===== src/rtl/aurora_tx_arbiter_pkg.sv =====
// Shared types and constants for the Aurora TX frame arbiter.
// Lane clock ratios are system clocks per accepted word in each lane mode.
package aurora_tx_arbiter_pkg;

   localparam int unsigned AXI_DATA_SIZE = 32;
   localparam logic [3:0] SYS_TO_SINGLE_LINE_CLK_RATIO = 4'd4;
   localparam logic [3:0] SYS_TO_MULTI_LINE_CLK_RATIO = 4'd2;

   typedef enum logic [1:0] {
      ARB_IDLE,
      ARB_SEND,
      ARB_GAP
   } arb_state_e;

   function automatic logic [3:0] lane_ratio(input logic single);
      return single ? SYS_TO_SINGLE_LINE_CLK_RATIO : SYS_TO_MULTI_LINE_CLK_RATIO;
   endfunction

endpackage


===== src/rtl/aurora_tx_arbiter_if.sv =====
// Requester-side AXI-stream bundle: N_REQ sources sharing one arbiter.
interface aurora_tx_arbiter_if #(
   parameter int unsigned N_REQ = 4
);
   import aurora_tx_arbiter_pkg::*;

   logic [N_REQ-1:0]         s_valid;
   logic [N_REQ-1:0]         s_last;
   logic [AXI_DATA_SIZE-1:0] s_data [N_REQ];
   logic [N_REQ-1:0]         s_ready;

   modport master (
      output s_valid,
      output s_last,
      output s_data,
      input  s_ready
   );

   modport slave (
      input  s_valid,
      input  s_last,
      input  s_data,
      output s_ready
   );

endinterface


===== src/rtl/aurora_tx_arbiter_rr_pick.sv =====
// Combinational round-robin search: first set bit of req after ptr, wrapping mod N_REQ.
module rr_pick #(
   parameter int unsigned N_REQ = 4,
   parameter int unsigned IW    = $clog2(N_REQ)
) (
   input  logic [N_REQ-1:0] req,
   input  logic [IW-1:0]    ptr,
   output logic             found,
   output logic [IW-1:0]    idx
);

   logic [IW-1:0] cand;

   always_comb begin
      found = 1'b0;
      idx   = '0;
      cand  = '0;
      // Walk from the farthest candidate inward so the nearest one after ptr wins.
      for (int unsigned k = N_REQ; k > 0; k--) begin
         cand = IW'((32'(ptr) + k) % N_REQ);
         if (req[cand]) begin
            found = 1'b1;
            idx   = cand;
         end
      end
   end

endmodule


===== src/rtl/aurora_tx_arbiter.sv =====
// Frame-level round-robin arbiter feeding the single Aurora TX framing path,
// pacing one word per lane clock ratio and inserting an inter-frame gap.
module aurora_tx_arbiter
   import aurora_tx_arbiter_pkg::*;
#(
   parameter int unsigned N_REQ      = 4,
   parameter int unsigned IFG_CYCLES = 8
) (
   input  logic                     clk,
   input  logic                     rst,
   input  logic                     single_lane_in,
   aurora_tx_arbiter_if.slave       src,
   output logic                     axi_valid,
   output logic                     axi_last,
   output logic [AXI_DATA_SIZE-1:0] axi_data,
   output logic                     single_lane,
   output logic [$clog2(N_REQ)-1:0] grant_id,
   output logic                     busy
);

   localparam int unsigned IW = $clog2(N_REQ);
   localparam int unsigned GW = $clog2(IFG_CYCLES);

   arb_state_e       state;
   logic [IW-1:0]    rr_ptr;
   logic [3:0]       beat_cnt;
   logic [GW-1:0]    gap_cnt;
   logic [3:0]       ratio;
   logic             pick_found;
   logic [IW-1:0]    pick_idx;
   logic             beat_start;
   logic             frame_done;
   logic [N_REQ-1:0] ready;

   rr_pick #(
      .N_REQ (N_REQ),
      .IW    (IW)
   ) u_rr_pick (
      .req   (src.s_valid),
      .ptr   (rr_ptr),
      .found (pick_found),
      .idx   (pick_idx)
   );

   assign ratio      = lane_ratio(single_lane);
   assign beat_start = (state == ARB_SEND) && (beat_cnt == 4'd0);
   // The last word has been on the bus a full beat period once the next period begins.
   assign frame_done = beat_start && axi_last;
   assign busy       = (state != ARB_IDLE);

   always_comb begin
      ready = '0;
      if (beat_start && !frame_done) begin
         ready[grant_id] = 1'b1;
      end
   end

   assign src.s_ready = ready;

   always_ff @(posedge clk or posedge rst) begin
      if (rst) begin
         state       <= ARB_IDLE;
         rr_ptr      <= IW'(N_REQ - 1);
         grant_id    <= '0;
         single_lane <= 1'b0;
         beat_cnt    <= '0;
         gap_cnt     <= '0;
         axi_valid   <= 1'b0;
         axi_last    <= 1'b0;
         axi_data    <= '0;
      end else begin
         case (state)
            ARB_IDLE: begin
               if (pick_found) begin
                  grant_id    <= pick_idx;
                  single_lane <= single_lane_in;
                  beat_cnt    <= '0;
                  state       <= ARB_SEND;
               end
            end
            ARB_SEND: begin
               if (frame_done) begin
                  rr_ptr    <= grant_id;
                  gap_cnt   <= '0;
                  beat_cnt  <= '0;
                  axi_valid <= 1'b0;
                  axi_last  <= 1'b0;
                  axi_data  <= '0;
                  state     <= ARB_GAP;
               end else begin
                  beat_cnt <= (beat_cnt == ratio - 4'd1) ? 4'd0 : beat_cnt + 4'd1;
                  if (beat_start) begin
                     // A missing word leaves a silent beat; the frame itself carries on.
                     if (src.s_valid[grant_id]) begin
                        axi_valid <= 1'b1;
                        axi_last  <= src.s_last[grant_id];
                        axi_data  <= src.s_data[grant_id];
                     end else begin
                        axi_valid <= 1'b0;
                        axi_last  <= 1'b0;
                        axi_data  <= '0;
                     end
                  end
               end
            end
            ARB_GAP: begin
               if (gap_cnt == GW'(IFG_CYCLES - 1)) begin
                  state <= ARB_IDLE;
               end else begin
                  gap_cnt <= gap_cnt + 1'b1;
               end
            end
            default: state <= ARB_IDLE;
         endcase
      end
   end

endmodule


===== src/flat_wrapper.sv =====
// flat-port wrapper written by rule: the top's interface ports become plain ports
module aurora_tx_arbiter_flat import aurora_tx_arbiter_pkg::*;
#(
   parameter int unsigned N_REQ      = 4,
   parameter int unsigned IFG_CYCLES = 8
)
  (clk, rst, single_lane_in, axi_valid, axi_last, axi_data, single_lane, grant_id, busy, src_s_valid, src_s_last, src_s_data, src_s_ready);
  aurora_tx_arbiter_if #(.N_REQ(N_REQ)) src_i ();
  input  logic clk;
  input  logic rst;
  input  logic single_lane_in;
  output logic axi_valid;
  output logic axi_last;
  output logic [AXI_DATA_SIZE-1:0] axi_data;
  output logic single_lane;
  output logic [$clog2(N_REQ)-1:0] grant_id;
  output logic busy;
  input wire logic [$bits(src_i.s_valid)-1:0] src_s_valid;
  input wire logic [$bits(src_i.s_last)-1:0] src_s_last;
  input wire logic [$bits(src_i.s_data)-1:0] src_s_data;
  output wire logic [$bits(src_i.s_ready)-1:0] src_s_ready;
  assign src_i.s_valid = src_s_valid;
  assign src_i.s_last = src_s_last;
  assign src_i.s_data = {>>{src_s_data}};
  assign src_s_ready = src_i.s_ready;
  aurora_tx_arbiter #(.N_REQ(N_REQ), .IFG_CYCLES(IFG_CYCLES)) u_core (.clk(clk), .rst(rst), .single_lane_in(single_lane_in), .src(src_i), .axi_valid(axi_valid), .axi_last(axi_last), .axi_data(axi_data), .single_lane(single_lane), .grant_id(grant_id), .busy(busy));
endmodule

===== config.mk =====
export PLATFORM = sky130hd
export DESIGN_NAME = aurora_tx_arbiter_flat
export DESIGN_NICKNAME = d
export VERILOG_FILES = /design/src/rtl/aurora_tx_arbiter_pkg.sv /design/src/rtl/aurora_tx_arbiter_if.sv /design/src/rtl/aurora_tx_arbiter_rr_pick.sv /design/src/rtl/aurora_tx_arbiter.sv /design/src/flat_wrapper.sv
export SDC_FILE = /design/constraint.sdc
export NUM_CORES = 1
export LEC_CHECK = 0
export BUFFER_PORTS_ARGS = -buffer_cell sky130_fd_sc_hd__buf_2
export CAP_MARGIN = 15
export CORE_MARGIN = 2
export CORE_UTILIZATION = 45
export DETAILED_ROUTE_END_ITERATION = 10
export GPL_ROUTABILITY_DRIVEN = 0
export GPL_TIMING_DRIVEN = 0
export PLACE_DENSITY = 0.82
export SLEW_MARGIN = 20
export SYNTH_ARGS = -nofsm -noshare
export SYNTH_HDL_FRONTEND = slang
export SYNTH_SLANG_ARGS = --single-unit

===== constraint.sdc =====
create_clock -name clk -period 2.18 [get_ports clk]
set_clock_uncertainty 0.15 [all_clocks]
set_input_delay 0.436 -clock clk [delete_from_list [all_inputs] [get_ports clk]]
set_output_delay 0.436 -clock clk [all_outputs]
set_load 0.05 [all_outputs]

=== Word level (Yosys, flattened, before mapping) ===
Index checks and enable logic that the tools add are counted.
Widths: inputs -> output; s select.

* Word-level logic and storage cells: 96
* Output and inout port bits: 42
* Register bits: 48

* Equality and inequality tests: 8
* Multiplexer cells: 47
* Reductions and logical operators: 17
* Bitwise gates (word level): 1
* $lt $le $gt $ge: 7
* Add/subtract/negate cells: 7

{| class="wikitable"
|+ Operator list
! kind !! count
|-
| $mux 32 || 5
|-
| $bmux 32 s2 || 1
|-
| $mux 1 || 17
|-
| $mux 4 || 4
|-
| $lt 2x3->1 const B || 5
|-
| $mux 2 || 7
|-
| $bmux 1 s2 || 6
|-
| $mux 3 || 3
|-
| $pmux 4 s2 || 1
|-
| $reduce_and 2->1 || 4
|-
| $reduce_bool 2->1 || 4
|-
| $ne 2x1->1 const B || 3
|-
| $pmux 2 s3 || 1
|-
| $pmux 3 s2 || 1
|-
| $reduce_and 3->1 || 2
|-
| $add 2x1->2 const B || 2
|-
| $add 2x2->2 const B || 2
|-
| $add 4x1->4 const B || 1
|-
| $eq 4x4->1 || 1
|-
| $logic_and 1x1->1 || 4
|-
| $logic_not 4->1 || 1
|-
| $sub 4x1->4 const B || 1
|-
| $add 3x1->3 const B || 1
|-
| $eq 3x3->1 const B || 1
|-
| 9 further kinds || 9
|}

=== Logic depth before layout (Yosys ltp) ===
Gate-level depths: netlist (run 1).

* Word-level depth: 9
* Depth in mapped cells: 8
* Mapped depth without buffers: 6

=== Modules after synthesis ===
A second synthesis (run 1) with hierarchy kept.

* Cell total of the unflattened synthesis: 289
* Area, all modules: 3289.4 sq um

{| class="wikitable"
|+ By module, submodules not included
! module !! instances !! area an instance (sq um) !! seq. area each (sq um) !! cells each
|-
| aurora_tx_arbiter || 1 || 3198.1 || 1203.7 || 275
|-
| rr_pick || 1 || 91.3 || 0.0 || 14
|}

=== Worst setup path after synthesis (run 1) ===
No wires, ideal clock.

* Path kind: register to output
* Start: register u_core.state[1]
* End: output src_s_ready[2]
* Stages on the path, launching flop included: 7
* Required time: 1.594 ns
* Data arrival time: 2.782 ns
* Setup slack: -1.188 ns
* Path through: dfrtp_1 > inv_1 > ha_1 > nand4bb_1 > buf_2 > buf_2 > nor4b_1

* Cells in the longest elaborated chain, start to end: 6

{| class="wikitable"
|+ RTL lines
! item !! RTL line !! RTL
|-
| from (decl) || aurora_tx_arbiter.sv:24 || <nowiki>arb_state_e state;</nowiki>
|-
| from (signal assigned) || aurora_tx_arbiter.sv:62 || <nowiki>state <= ARB_IDLE;</nowiki>
|-
| from (signal assigned) || aurora_tx_arbiter.sv:78 || <nowiki>state <= ARB_SEND;</nowiki>
|-
| from (signal assigned) || aurora_tx_arbiter.sv:89 || <nowiki>state <= ARB_GAP;</nowiki>
|-
| $eq 2x1->1 (*) || aurora_tx_arbiter.sv:46 || <nowiki>assign beat_start = (state == ARB_SEND) && (beat_cnt == 4'd0);</nowiki>
|-
| $logic_and 1x1->1 (*) || aurora_tx_arbiter.sv:46 ||
|-
| $logic_and 1x1->1 || aurora_tx_arbiter.sv:48 || <nowiki>assign frame_done = beat_start && axi_last;</nowiki>
|-
| $logic_not 1->1 || aurora_tx_arbiter.sv:53 || <nowiki>if (beat_start && !frame_done) begin</nowiki>
|-
| $logic_and 1x1->1 (*) || aurora_tx_arbiter.sv:53 ||
|-
| $mux 4 (*) || aurora_tx_arbiter.sv:53 ||
|-
| to (decl) || flat_wrapper.sv:21 || <nowiki>output wire logic [$bits(src_i.s_ready)-1:0] src_s_ready;</nowiki>
|}

Every way passes the cells marked *; elsewhere a longest branch is shown, timed or not.

=== Final worst setup path (run 1) ===
Same ends and word-level chain as after synthesis.

==> results of run 1 <==
==> power groups by stage <==
stage	Clock [uW]	Sequential (uW)	Combinational, uW
global placement	0	1390	3860
global route	801	1410	4550
finish	744	1370	4230
CTS	761	1370	4220
floorplan	0	2110	2340
detailed placement	0	1400	3980
==> per-layer routing <==
metal | vias to the layer above | part of all wire, % | GRT usage (%)
li1 | 1444 | - | -
met2 | 140 | 52 | 43.8
met3 | 13 | 7.4 | 5.00
met1 | 1458 | 39 | 27.5
met4 | 0 | 1.4 | 7.69
met5 | - | 0 | 0
==> worst paths after layout <==
kind / to / cells past startpoint / slack [ns] / start
hold / removal: u_core.single_lane$_DFFE_PP0P_ / 2 / 0.21 / single_lane_in
hold reg to reg: u_core.axi_data[3]$_DFFE_PP0P_ / 2 / 0.33 / u_core.axi_data[3]$_DFFE_PP0P_
setup reg to reg: u_core.state[1]$_DFFE_PP0P_ / 7 / 0.19 / u_core.beat_cnt[0]$_DFFE_PP0P_
max in group asynchronous: u_core.rr_ptr[1]$_DFFE_PP1P_ / 4 / 0.79 / rst
min in group asynchronous: u_core.axi_data[11]$_DFFE_PP0P_ / 3 / 0.52 / rst
setup / recovery: src_s_ready[2] / 7 / -0.25 / u_core.state[1]$_DFFE_PP0P_
==> cell usage in the layout, fill, tap and decap left out, types with 5 or more instances in the layout <==
| cell | instances |
|---|---|
| inv_1 | 40 |
| clkbuf_8 | 5 |
| ha_1 | 5 |
| nand2_1 | 46 |
| buf_2 | 185 |
| o31ai_1 | 36 |
| buf_6 | 6 |
| mux4_2 | 32 |
| nand3_1 | 6 |
| dfrtp_1 | 45 |
| buf_4 | 14 |
==> sequential cells by signal (all words and copies together) (netlist names) <==
name and flops:
u_core.axi_data 32, u_core.beat_cnt 4, u_core.gap_cnt 3, u_core.grant_id 2, u_core.rr_ptr 2, u_core.state 2
u_core.axi_last 1, u_core.axi_valid 1, u_core.single_lane 1
==> stage by stage <==
step           utilization (%)  TNS [ns]  area [um^2]  power [uW]  hold WS, ns
5_1_grt                   66.9    -0.989         4540        6760        0.214
4_1_cts                   66.6    -0.781         4520        6350        0.208
2_1_floorplan                -    -0.138         3230        4450        0.312
3_3_place_gp              62.5    -10.33         4250        5250        0.305
3_5_place_dp              62.8    -0.397         4270        5380        0.301
6_report                  66.9    -0.741         4540        6340        0.215
==> repair_timing <==
item	in CTS	in global routing
pin swaps	2	1
endpoints found under the hold margin	17	0
setup buffers	8	2
gates resized for setup	15	2
hold buffers	1	0
setup endpoints to repair	5	5
==> critical path, cell delays in order (launching register included) <==
cell and delay, ns:
dfrtp_1 0.41, inv_2 0.10, ha_4 0.14, nand4bb_1 0.15, buf_6 0.17, buf_6 0.14, nor4b_4 0.23, buf_6 0.19
==> cell type report <==
| cell class | count | area, um^2 | area share [%] |
|---|---|---|---|
| sequential | 48 | 1200 | 26.5 |
| multi-input combinational | 177 | 1740 | 38.4 |
| timing repair buffer | 192 | 1040 | 22.8 |
| buffer | 22 | 151 | 3.33 |
| clock buffer | 5 | 68.8 | 1.51 |
| tap | 96 | 120 | 2.64 |
| inverter | 42 | 158 | 3.47 |
| clock inverter | 2 | 60.1 | 1.32 |
==> kinds of logic (layout without fill, tap and decap cells) <==
family                     Yosys count  after routing
and+or+nand+nor                     72             72
buffers and inverters               64            263
AOI/OAI and AO/OA                   55             55
DFF                                 48             48
muxes                               41             41
adders and majority gates            8              8
xor gates and xnor gates             1              1
==> key figures, run 1 <==
Yosys
  – Post-synthesis compound-gate area fraction: 12.8%
  – Post-synthesis cell area: 3160 um^2
  – Leading area contributor after synthesis: dfrtp_1
  – EDFF count, synth: 0
  – Adder-Cell Fraction of Synth Area: 3.16%
  – Post-synthesis xor/xnor area fraction: 0.277%
  – Combinational family with the most area after synthesis: multiplexers
  – Unique masters post-synth: 42
  – Post-Syn Instances: 289
  – Post-synth ARST share: 100%
  – Syn nets: 436
  – Synth Flop Type: dfrtp_1
  – Post-synthesis simple-gate area fraction: 10.7%
  – Number of synthesized register bits: 48
  – Synth area leaders: dfrtp_1 (36%), mux4_2 (23%), o31ai_1 (8.5%)
  – Syn avg cell area: 10.9 um^2
  – Synth top area share: 36.4%
  – Sequential-to-total area share from yosys stat: 38.0%
  – Total number of yosys warnings: 0
  – Post-synth top cells: dfrtp_1 (46), nand2_1 (46), inv_1 (42), o31ai_1 (36), mux4_2 (32)
  – Mux cell area share after synthesis: 26.3%

GRT
  – First-pass GRT wire length: 14.0 mm
  – Remaining global-route overflow: 0
  – Vias in the first global route: 3071
  – Initial antenna violation count: 0
  – Largest net degree at the start of global routing: 32
  – All-Layer GR Usage: 23.8%

STA
  – Post-route worst setup slack: -0.254 ns
  – Final period utilization: 112%
  – FMAX: 411 MHz
  – Max Transition Viols Final: 0
  – Final Hold Fails: 0
  – Min Tclk post-route: 2.43 ns
  – Unrepaired setup endpoints after global routing: true
  – Worst Tran Pin Value: 0.515 ns
  – Setup violations, final: 4
  – Relative slew slack: 65.7%

Flow run
  – Max-cap violations: 0

Clock tree
  – CTS clk-pin slew, worst paths: 0.09 ns
  – Root buffer cell: clkbuf_8
  – Latest clock arrival within the worst-skew pair: 0.30 ns
  – CTS H-tree lvls: 2
  – Clk buf depth: 2
  – CTS tree: yes
  – Number of buffers created by CTS: 5
  – TritonCTS Sinks: 48

Worst setup path
  – Startpoint Class: flop
  – Worst setup EP type: output port
  – Crit-path max FO: 10
  – Worst setup path class: flop to output port
  – CP required: 1.59 ns
  – Crit path DAT: 1.85 ns

Outcome
  – Status: finished with violations
  – Failing checks: negative setup slack

Layout
  – FILL cells: 552
  – Area Overhead vs Synth: 43.6%
  – Antenna cells: 0
  – Net count reported at finish: 635
  – Fin cells: 584
  – Fraction of layout cells with a size suffix above 1: 55.7%

Power
  – Internal Pwr Total: 3320 uW
  – Clk network pwr share: 11.7%
  – Switching portion of total power: 47.7%
  – Combinational power share: 66.6%
  – PwrDens: 1400 nW/um^2
  – VDD IR max: 0.813 mV
  – NetSw: 3020 uW
  – LEAKAGE: 0.00237 uW
  – Sequential power share: 21.6%

Routing
  – Via Count: 3055
  – DRC Markers: 0
  – Post-route ant nets: 0
  – Wire length per cell: 15.9 um
  – Vias per cell: 5.23
  – Drt initial violations: 119
  – Routed wire length: 9.30 mm
  – Pre-antenna DRT Iters: 5

Floorplanning
  – Die Y: 87.9 um
  – Total core area: 6790 um^2
  – Standard-cell rows: 30
  – I/O pin cnt: 181
  – Die area: 7720 um^2
  – Initial Util: 46.6%
  – Die W: 87.9 um

Placement
  – Placed insts: 566
  – Setup WS pre-CTS: -0.199 ns
  – DPL Wire Length: 7.28 mm
  – Port Buf Inserts: 180

Worst hold path
  – Hold Path Class: input port to flop
No activity file was read; power rests on OpenSTA's default activity.
==> run 2, diff against run 1 <==
--- a/config.mk
+++ b/config.mk
@@ -7,7 +7,7 @@
 export LEC_CHECK = 0
 export BUFFER_PORTS_ARGS = -buffer_cell sky130_fd_sc_hd__buf_2
 export CAP_MARGIN = 15
-export CORE_MARGIN = 2
+export CORE_MARGIN = 3
 export CORE_UTILIZATION = 45
 export DETAILED_ROUTE_END_ITERATION = 10
 export GPL_ROUTABILITY_DRIVEN = 0
==> run 2 against run 1 <==
  * The flow still finishes with violations (negative setup slack)
  * Sequential share of layout area grew 0.20 points
  * Combinational power is essentially flat
  * Register-to-register slack gained 0.02 ns
  * Critical endpoint unchanged
  * Largest power group unchanged
  * Highest routed layer unchanged
==> key figures, run 2 (same netlist as run 1, synthesis figures left out) <==
Outcome
  – Status: finished with violations
  – Failing checks: negative setup slack

Routing
  – Wire length per cell: 16.4 um
  – Vias per cell: 5.32
  – Post-route ant nets: 0
  – Routed wire length: 9.50 mm
  – Drt initial violations: 90
  – DRC Markers: 0
  – Pre-antenna DRT Iters: 4
  – Via Count: 3089

Worst setup path
  – Crit-path cells: inv_2 > ha_4 > nand4bb_1 > buf_6 > buf_8 > nor4b_4 > buf_6
  – Crit path top cell by count: buf_6
  – Slowest stage delay, CP: 0.41 ns
  – Buf/Inv on CP: 4
  – Worst setup path class: flop to output port
  – Worst setup EP type: output port
  – Crit path DAT: 1.72 ns
  – CP required: 1.59 ns
  – Crit-path slowest cell: dfrtp_1
  – Crit path max-delay family: buffers and inverters
  – Startpoint Class: flop
  – Crit-path max FO: 5

Layout
  – Multi-input gate area: 1760 um^2
  – Register Area: 1210 um^2
  – Commonest non-fill, non-tap cell in the layout: buf_2
  – Register name with the most flops: u_core.axi_data
  – Fraction of layout cells with a size suffix above 1: 56.4%
  – Fin cells: 581
  – Max reg flops: 32
  – FILL cells: 535
  – Area Overhead vs Synth: 42.7%
  – Antenna cells: 0
  – Most frequent cells in the layout: buf_2 (185), nand2_1 (45), dfrtp_1 (44), inv_1 (38), o31ai_1 (36)
  – Net count reported at finish: 634
  – Largest regs: u_core.axi_data x32, u_core.beat_cnt x4, u_core.gap_cnt x3

GRT
  – First-pass GRT wire length: 15.4 mm
  – Initial antenna violation count: 0
  – All-Layer GR Usage: 23.6%
  – Largest net degree at the start of global routing: 32
  – Remaining global-route overflow: 0
  – Vias in the first global route: 3197

Power
  – PwrDens: 1380 nW/um^2
  – LEAKAGE: 0.00235 uW
  – VDD IR max: 0.640 mV

Floorplanning
  – Total core area: 6570 um^2
  – Standard-cell rows: 29
  – I/O pin cnt: 181
  – Die W: 89.9 um
  – Die area: 8070 um^2
  – Initial Util: 48.2%
  – Die Y: 89.9 um

STA
  – FMAX: 433 MHz
  – Post-route worst setup slack: -0.130 ns
  – WHS: 0.214 ns
  – Setup violations, final: 4
  – Final period utilization: 106%
  – Worst Tran Pin Value: 0.492 ns
  – Final Hold Fails: 0
  – Min Tclk post-route: 2.31 ns
  – Relative slew slack: 67.2%
  – Max Transition Viols Final: 0
  – Unrepaired setup endpoints after global routing: true
  – Setup TNS: -0.389 ns

Clock tree
  – Latest clock arrival within the worst-skew pair: 0.30 ns
  – Clk buf depth: 2
  – CTS clk-pin slew, worst paths: 0.09 ns
  – Number of buffers created by CTS: 5
  – CTS H-tree lvls: 2
  – TritonCTS Sinks: 48
  – Root buffer cell: clkbuf_8
  – CTS tree: yes

Placement
  – DPL Wire Length: 7.48 mm
  – Port Buf Inserts: 180
  – Placed insts: 563
  – Setup WS pre-CTS: -0.128 ns

Flow run
  – Max-cap violations: 0

Worst hold path
  – Hold Path Class: input port to flop
run 2: worst reg2reg max path: cells and delay by family, from the launching register on:
| family | cells | cell delay (ns) |
|---|---|---|
| and+or+nand+nor | 2 | 0.48 |
| DFF | 1 | 0.36 |
| buffers and inverters | 3 | 0.73 |
| AOI/OAI and AO/OA | 1 | 0.11 |
run 2: what timing repair did:
item / 4_1_cts / 5_1_grt
pin swaps: 3 / 0
endpoints found under the hold margin: 17 / 0
setup endpoints to repair: 4 / 5
hold buffers: 1 / 0
cloned: 0 / 0
resized for setup: 18 / 4
setup buffers: 9 / 0
run 2: per-layer routing:
metal	part of all wire [%]	vias up	global-route usage [%]	routed length, um
li1	-	1444	-	-
met1	39	1487	28.0	3720
met2	52	146	42.7	4950
met3	7.1	12	4.51	674
met4	1.6	0	8.16	156
met5	0	-	0	0
run 2: path summary, 6_finish.rpt:
| kind | endpoint | start | slack, ns | cells past startpoint |
|---|---|---|---|---|
| hold reg to reg | u_core.axi_data[29]$_DFFE_PP0P_ | u_core.axi_data[29]$_DFFE_PP0P_ | 0.33 | 2 |
| min in group asynchronous | u_core.axi_data[1]$_DFFE_PP0P_ | rst | 0.54 | 3 |
| setup / recovery | src_s_ready[2] | u_core.beat_cnt[0]$_DFFE_PP0P_ | -0.13 | 7 |
| setup reg to reg | u_core.axi_data[8]$_DFFE_PP0P_ | u_core.grant_id[0]$_DFFE_PP0P_ | 0.21 | 6 |
| max in group asynchronous | u_core.rr_ptr[0]$_DFFE_PP1P_ | rst | 0.77 | 4 |
| hold / removal | u_core.single_lane$_DFFE_PP0P_ | single_lane_in | 0.21 | 2 |
run 2: final cells by class:
| type | instances | share of cell area [%] |
|---|---|---|
| clock buffers | 6 | 1.61 |
| flip-flops and latches | 48 | 26.7 |
| clock inverters | 2 | 0.776 |
| repair buffers | 191 | 22.7 |
| inverters | 42 | 3.49 |
| multi-input cells | 177 | 38.9 |
| well taps | 93 | 2.58 |
| plain buffers | 22 | 3.21 |
run 2: power breakdown:
part	internal [uW]	switching [uW]	total, uW	leakage [uW]
logic	1650	2550	4200	0.00167
clock network	341	297	638	0.0000552
registers	1200	181	1380	0.000625
total	3190	3030	6220	0.00235
run 2: through the flow:
stage / area (um^2) / util [%] / total power [uW]
after floorplan: 3230 / - / 4450
after global placement: 4250 / 64.6 / 5270
after detailed placement: 4270 / 64.9 / 5370
after CTS: 4510 / 68.6 / 6230
after global routing: 4520 / 68.8 / 6630
final: 4520 / 68.8 / 6220
